## config.mk

```make
export PLATFORM = sky130hd
export DESIGN_NAME = pe_window_feeder
export DESIGN_NICKNAME = d
export VERILOG_FILES = /design/src/rtl/pe_feeder_pkg.sv /design/src/rtl/pe_line_buffer.sv /design/src/rtl/pe_window_feeder.sv
export SDC_FILE = /design/constraint.sdc
export NUM_CORES = 2
export LEC_CHECK = 0
export CORE_MARGIN = 2
export CORE_UTILIZATION = 45
export CTS_CLUSTER_SIZE = 8
export DETAILED_ROUTE_END_ITERATION = 7
export HOLD_SLACK_MARGIN = 0.03
export RECOVER_POWER = 50
export SLEW_MARGIN = 20
export SYNTH_ARGS = -nofsm -noshare
export SYNTH_HDL_FRONTEND = slang
export SYNTH_SLANG_ARGS = --single-unit
```

## constraint.sdc

```tcl
create_clock -name clk -period 35.6 [get_ports clk]
set_input_delay 5.34 -clock clk [delete_from_list [all_inputs] [get_ports clk]]
set_output_delay 5.34 -clock clk [all_outputs]
set_load 0.03 [all_outputs]
```

## src/rtl/pe_feeder_pkg.sv

```systemverilog
// rtl/pe_feeder_pkg.sv - shared widths and FSM encoding for the PE window feeder
package pe_feeder_pkg;

  localparam int CELL_BIT = 8;
  localparam int N_CELL   = 9;
  localparam int BIAS_W   = 16;
  localparam int WIN_W    = CELL_BIT * N_CELL;

  typedef enum logic [1:0] {
    IDLE = 2'd0,
    RUN  = 2'd1,
    DONE = 2'd2
  } feeder_state_t;

endpackage

```

## src/rtl/pe_line_buffer.sv

```systemverilog
// rtl/pe_line_buffer.sv - one-row pixel delay indexed by column, read-before-write
module pe_line_buffer #(
  parameter int DEPTH = 256,
  parameter int DW    = 8
) (
  input  logic                     clk,
  input  logic                     we,
  input  logic [$clog2(DEPTH)-1:0] addr,
  input  logic [DW-1:0]            wdata,
  output logic [DW-1:0]            rdata
);

  logic [DW-1:0] mem [DEPTH];

  // Asynchronous read returns the previous row's pixel before this cycle's write lands.
  assign rdata = mem[addr];

  always_ff @(posedge clk) begin
    if (we) mem[addr] <= wdata;
  end

endmodule

```

## src/rtl/pe_window_feeder.sv

```systemverilog
// rtl/pe_window_feeder.sv - raster stream to 3x3 window operand feeder for one PE
// Optional PE_FEEDER_STRIDE2_EN adds a stride2 input that keeps only even-aligned windows.
module pe_window_feeder
  import pe_feeder_pkg::*;
#(
  parameter int MAX_W  = 256,
  parameter int W_BITS = 9,
  parameter int H_BITS = 10
) (
  input  logic                clk,
  input  logic                reset,
  input  logic                start,
  input  logic [W_BITS-1:0]   img_w,
  input  logic [H_BITS-1:0]   img_h,
  input  logic [2:0]          cfg_step,
  input  logic [2:0]          cfg_bound,
`ifdef PE_FEEDER_STRIDE2_EN
  input  logic                stride2,
`endif
  input  logic                wt_load,
  input  logic [WIN_W-1:0]    wt_data,
  input  logic [BIAS_W-1:0]   bias_data,
  input  logic [CELL_BIT-1:0] pix,
  input  logic                pix_valid,
  output logic                pix_ready,
  output logic [WIN_W-1:0]    win,
  output logic [WIN_W-1:0]    weight,
  output logic [BIAS_W-1:0]   bias,
  output logic [2:0]          step,
  output logic [2:0]          bound_level,
  output logic                en,
  output logic                busy,
  output logic                done,
  output logic                cfg_err
);

  localparam int AW = $clog2(MAX_W);

  feeder_state_t       state_q, state_d;
  logic [W_BITS-1:0]   img_w_q, col_q;
  logic [H_BITS-1:0]   img_h_q, row_q;
  logic                start_ok, cfg_err_d, geom_ok;
  logic                accept, last_pix, win_fire, stride_ok;
  logic [CELL_BIT-1:0] lb0_rd, lb1_rd;
  logic [CELL_BIT-1:0] sr_q [N_CELL];
  logic [CELL_BIT-1:0] sr_d [N_CELL];
  logic [WIN_W-1:0]    win_d;

  assign geom_ok  = (img_w >= W_BITS'(3)) && (img_w <= W_BITS'(MAX_W)) && (img_h >= H_BITS'(3));
  assign accept   = (state_q == RUN) && pix_valid;
  assign last_pix = accept && (row_q == img_h_q - H_BITS'(1)) && (col_q == img_w_q - W_BITS'(1));

`ifdef PE_FEEDER_STRIDE2_EN
  logic stride_q;
  // Top-left (r-2, c-2) is even exactly when r and c are even.
  assign stride_ok = !stride_q || (!row_q[0] && !col_q[0]);

  always_ff @(posedge clk or negedge reset) begin
    if (!reset)        stride_q <= 1'b0;
    else if (start_ok) stride_q <= stride2;
  end
`else
  assign stride_ok = 1'b1;
`endif

  assign win_fire = accept && (row_q >= H_BITS'(2)) && (col_q >= W_BITS'(2)) && stride_ok;

  pe_line_buffer #(.DEPTH(MAX_W), .DW(CELL_BIT)) u_lb0 (
    .clk   (clk),
    .we    (accept),
    .addr  (col_q[AW-1:0]),
    .wdata (pix),
    .rdata (lb0_rd)
  );

  pe_line_buffer #(.DEPTH(MAX_W), .DW(CELL_BIT)) u_lb1 (
    .clk   (clk),
    .we    (accept),
    .addr  (col_q[AW-1:0]),
    .wdata (lb0_rd),
    .rdata (lb1_rd)
  );

  // Each window row shifts left; new right column is row r-2, r-1, r from top to bottom.
  always_comb begin
    for (int r = 0; r < 3; r++) begin
      sr_d[3*r]     = sr_q[3*r+1];
      sr_d[3*r + 1] = sr_q[3*r+2];
      sr_d[3*r + 2] = sr_q[3*r+2];
    end
    sr_d[2] = lb1_rd;
    sr_d[5] = lb0_rd;
    sr_d[8] = pix;
    win_d   = '0;
    for (int k = 0; k < N_CELL; k++) win_d[CELL_BIT*k +: CELL_BIT] = sr_d[k];
  end

  always_ff @(posedge clk) begin
    if (accept) sr_q <= sr_d;
  end

  always_comb begin
    state_d   = state_q;
    start_ok  = 1'b0;
    cfg_err_d = 1'b0;
    pix_ready = 1'b0;
    busy      = 1'b0;
    done      = 1'b0;
    case (state_q)
      IDLE: begin
        if (start) begin
          if (geom_ok) begin
            state_d  = RUN;
            start_ok = 1'b1;
          end else begin
            cfg_err_d = 1'b1;
          end
        end
      end
      RUN: begin
        pix_ready = 1'b1;
        busy      = 1'b1;
        if (last_pix) state_d = DONE;
      end
      DONE: begin
        done    = 1'b1;
        state_d = IDLE;
      end
      default: state_d = IDLE;
    endcase
  end

  always_ff @(posedge clk or negedge reset) begin
    if (!reset) begin
      state_q     <= IDLE;
      img_w_q     <= '0;
      img_h_q     <= '0;
      col_q       <= '0;
      row_q       <= '0;
      win         <= '0;
      en          <= 1'b0;
      weight      <= '0;
      bias        <= '0;
      step        <= '0;
      bound_level <= '0;
      cfg_err     <= 1'b0;
    end else begin
      state_q <= state_d;
      cfg_err <= cfg_err_d;
      en      <= win_fire;
      if (win_fire) win <= win_d;
      if (start_ok) begin
        img_w_q     <= img_w;
        img_h_q     <= img_h;
        step        <= cfg_step;
        bound_level <= cfg_bound;
        col_q       <= '0;
        row_q       <= '0;
      end else if (accept) begin
        if (col_q == img_w_q - W_BITS'(1)) begin
          col_q <= '0;
          row_q <= row_q + H_BITS'(1);
        end else begin
          col_q <= col_q + W_BITS'(1);
        end
      end
      if (wt_load && (state_q == IDLE)) begin
        weight <= wt_data;
        bias   <= bias_data;
      end
    end
  end

endmodule
```

==> run_results.csv <==
group,metric,value,unit
cts,clock_sinks,4352,
final_layout,layout_common_cells,"sky130_fd_sc_hd__edfxtp_1 (4,144), sky130_fd_sc_hd__mux4_2 (1,074), sky130_fd_sc_hd__clkbuf_16 (622)",
power,total_leakage_power,62.77,nW
timing,finalWorstPathRequiredPeriod,19.05,ns
timing,setup-tns-final,0,ns
drt,drt_pre_antenna_iters,8,
min_path,min-delay-path-class,"flop to flop",
yosys,synth_sequential_area_ratio,0.7764,
cts,cts.reportedPaths.clkPinSlew,0.05,ns
status,failed_checks,"capacitance limit, slew limit",
final_layout,fin_cells,13550,
timing,slew_viol_final,3408,
global_route,global_route.usage.total,0.2632,
cts,ctsResizeCount,0,
global_route,grt_max_degree,187,
yosys,yosys-top-cells-area,"sky130_fd_sc_hd__edfxtp_1 (75%), sky130_fd_sc_hd__mux4_2 (14%), sky130_fd_sc_hd__dfrtp_1 (3.1%)",
global_route,wire_length_of_the_first_global_routing_pass,684.5,mm
cts,tritoncts,"done",
power,peak_supply_drop,0.0001330,V
yosys,ys_warn_count,0,
setup_path,crit_path_frequent_cell,"sky130_fd_sc_hd__clkbuf_1",
die,placeableCoreArea,369100,um2
timing,fin_skew,0.06334,ns
die,starting_density,0.4524,
final_layout,stdcell_area,193800,um2
drt,first_iter_violations,12520,
die,boundaryPins,297,
setup_path,setup.worst_path.start_class,"flop",
timing,worst_margin_pin_slew,6.607,ns
yosys,synth_ff_type,"sky130_fd_sc_hd__edfxtp_1",
cts,clock_insertion_delay_worst_skew,1.07,ns
final_layout,layout-area-overhead-vs-synth,16.08,%
die,floorplan.die.width,613.2,um
placed_design,placed_cells_incl_taps,12770,
setup_path,crit_slowest_cell,"sky130_fd_sc_hd__clkbuf_1",
timing,max_slew_margin,-3.405,
power,power.density_cell_area,84.36,nW/um2
die,die_h,613.2,um
drt,drt.antenna.violating_nets,0,
final_layout,fillCellCount,28260,
status,run_status,"finished with violations",
placed_design,place_hpwl,304.8,mm
yosys,synthDistinctLibCells,77,
setup_path,crit_type,"flop to flop",
timing,max_freq,0.05249,GHz
cts,post_cts_buffers,0,
setup_path,crit_path_max_incr_delay,4.73,ns
placed_design,port-buffer-count,296,
setup_path,highest_fanout_seen_on_the_critical_path,78,
setup_path,critical_path_arrival,19.78,ns
timing,rsz_0062_raised_after_global_routing,"no",
drt,detail_route.vias_per_cell,6.319,
die,die-area,376000,um2
die,rows,223,
drt,post-route-drc-count,0,
yosys,syn_inst,7604,
timing,report.final.setup_viol,0,
yosys,synth_top_area_share,0.7452,
setup_path,critical_path.endpoint_type,"flop",
placed_design,gp_congestion,0.9056,
cts,ctsHtreeMaxLevel,6,
cts,cts-buffers-inserted,615,
global_route,grt_remaining_overflow,0,
yosys,synthesis.nets,7738,
yosys,ys_ff_latch,4352,
power,power,16.35,mW
cts,cts-root-to-sink-buffers,4,
yosys,post_synth_edffs,4144,
cts,post_cts_hold_buffer_count,0,
drt,drt-wirelength-per-cell,36.77,um
timing,hold_viol_final,0,
final_layout,mostFrequentLayoutCell,"sky130_fd_sc_hd__edfxtp_1",
global_route,antenna_found_initial,38,
yosys,mean_area_per_synthesized_cell,21.96,um2
yosys,syn-cell-area,167000,um2
final_layout,post_route_cells_drive_above_1_share,0.2625,
global_route,first_global_vias,84500,
timing,final.period_utilization,0.5351,
job,timing.max_cap.violations,80,
placed_design,cell_area_after_placement,177500,um2
drt,num_vias,85650,
setup_path,timing.critical_path.required,36.33,ns
final_layout,final_net_count,8576,
drt,routed_wl,498.4,mm
cts,cts_root_buf,"sky130_fd_sc_hd__clkbuf_16",
yosys,synth_largest_area_cell,"sky130_fd_sc_hd__edfxtp_1",
yosys,ys_async_sr_fraction,0.04779,
setup_path,timing.critical_path.cells,"clkbuf_1, clkbuf_1, buf_12, clkbuf_1, clkbuf_1, mux4_2, a22oi_1, a21oi_1, nor4_1, o22a_1, o211ai_1, clkbuf_1, buf_4, buf_4",
## cell type report
type	count	area (um2)	share of cell area
flip-flops and latches	4352	129700	0.6689
diodes	21	52.55	0.0002711
inverters	19	81.33	0.0004196
clock buffers	703	15870	0.08187
multi-input cells	2806	35510	0.1832
clock inverters	55	1097	0.005661
well taps	4950	6193	0.03195
repair buffers	648	5383	0.02777
## report_power, final
group	internal (mW)	switching, mW
Combinational	1.31	3.10
Clock	3.13	2.13
Sequential	6.58	0.103
## flip-flops by register name, summed over array words and instances (netlist names), 9 cells and up
| signal | flops |
|---|---|
| weight | 72 |
| img_h_q | 10 |
| sr_d | 48 |
| img_w_q | 9 |
| row_q | 10 |
| col_q | 9 |
| bias | 16 |
| u_lb1.mem | 2048 |
| win | 72 |
| u_lb0.mem | 2048 |
## logic make-up after synthesis
family / share of synthesized area
flip-flops: 0.7764
multiplexers: 0.1647
AND/OR/NAND/NOR: 0.02376
AO/OA/AOI/OAI: 0.01931
buffers and inverters: 0.01392
XOR/XNOR: 0.001364
adder cells (fa/ha/maj): 0.0005995
## cell usage after synthesis (all sizes together) (5+ instances only)
cell type  count
nand4         10
o211ai         8
a221oi         5
ha             8
o221ai         5
nand2b        11
o21ai         24
o22ai        101
or2           10
nor4          42
mux2i        199
buf          248
and3           7
nor4bb         6
nand2        384
a21oi         88
a32oi         13
edfxtp      4144
nand3         55
or3            9
o32ai          7
nor2b         20
dfrtp        208
inv           17
xor2          11
mux2         117
nor3          23
a211oi        21
a31oi         13
clkbuf       179
o22a           5
a311oi         5
a22o           7
mux4        1074
a22oi        125
nor2         310
xnor2         15
## through the flow
step	hold slack, ns	setup slack [ns]	utilization
floorplan	0.4146	24.18	-
global placement	0.4310	25.89	0.4806
detailed placement	0.4263	25.81	0.4808
CTS	0.4376	26.91	0.5268
global route	0.4527	14.41	0.5250
finish	0.4331	16.55	0.5251
## routing by layer
layer / vias up / wire length, um / share of wire / global-route usage
met5: - / 235 / 0.00047 / 0
met4: 24 / 24750 / 0.050 / 0.1142
met3: 979 / 57400 / 0.12 / 0.06764
met2: 5560 / 231200 / 0.46 / 0.4050
met1: 45690 / 184900 / 0.37 / 0.3572
li1: 33410 / - / - / -
## worst max-delay path, delay by kind of cell (launching register included)
family                 cells  cell delay (ns)
AND/OR/NAND/NOR            1             0.21
flip-flops                 1             1.58
AO/OA/AOI/OAI              4             0.94
buffers and inverters      8            15.08
multiplexers               1             0.59
## final timing paths
path,startpoint,to,slack (ns),cells past startpoint
max in group asynchronous,reset,weight[66],22.13,3
min reg2reg,sr_d[43],win[27],0.43,2
max reg2reg,col_q[0],u_lb1.mem[135][3],16.55,14
min in group asynchronous,reset,row_q[0],5.09,1
max,col_q[0],u_lb1.mem[135][3],16.55,14
min,sr_d[43],win[27],0.43,2
Note: power is estimated with default switching activity, not from simulation.
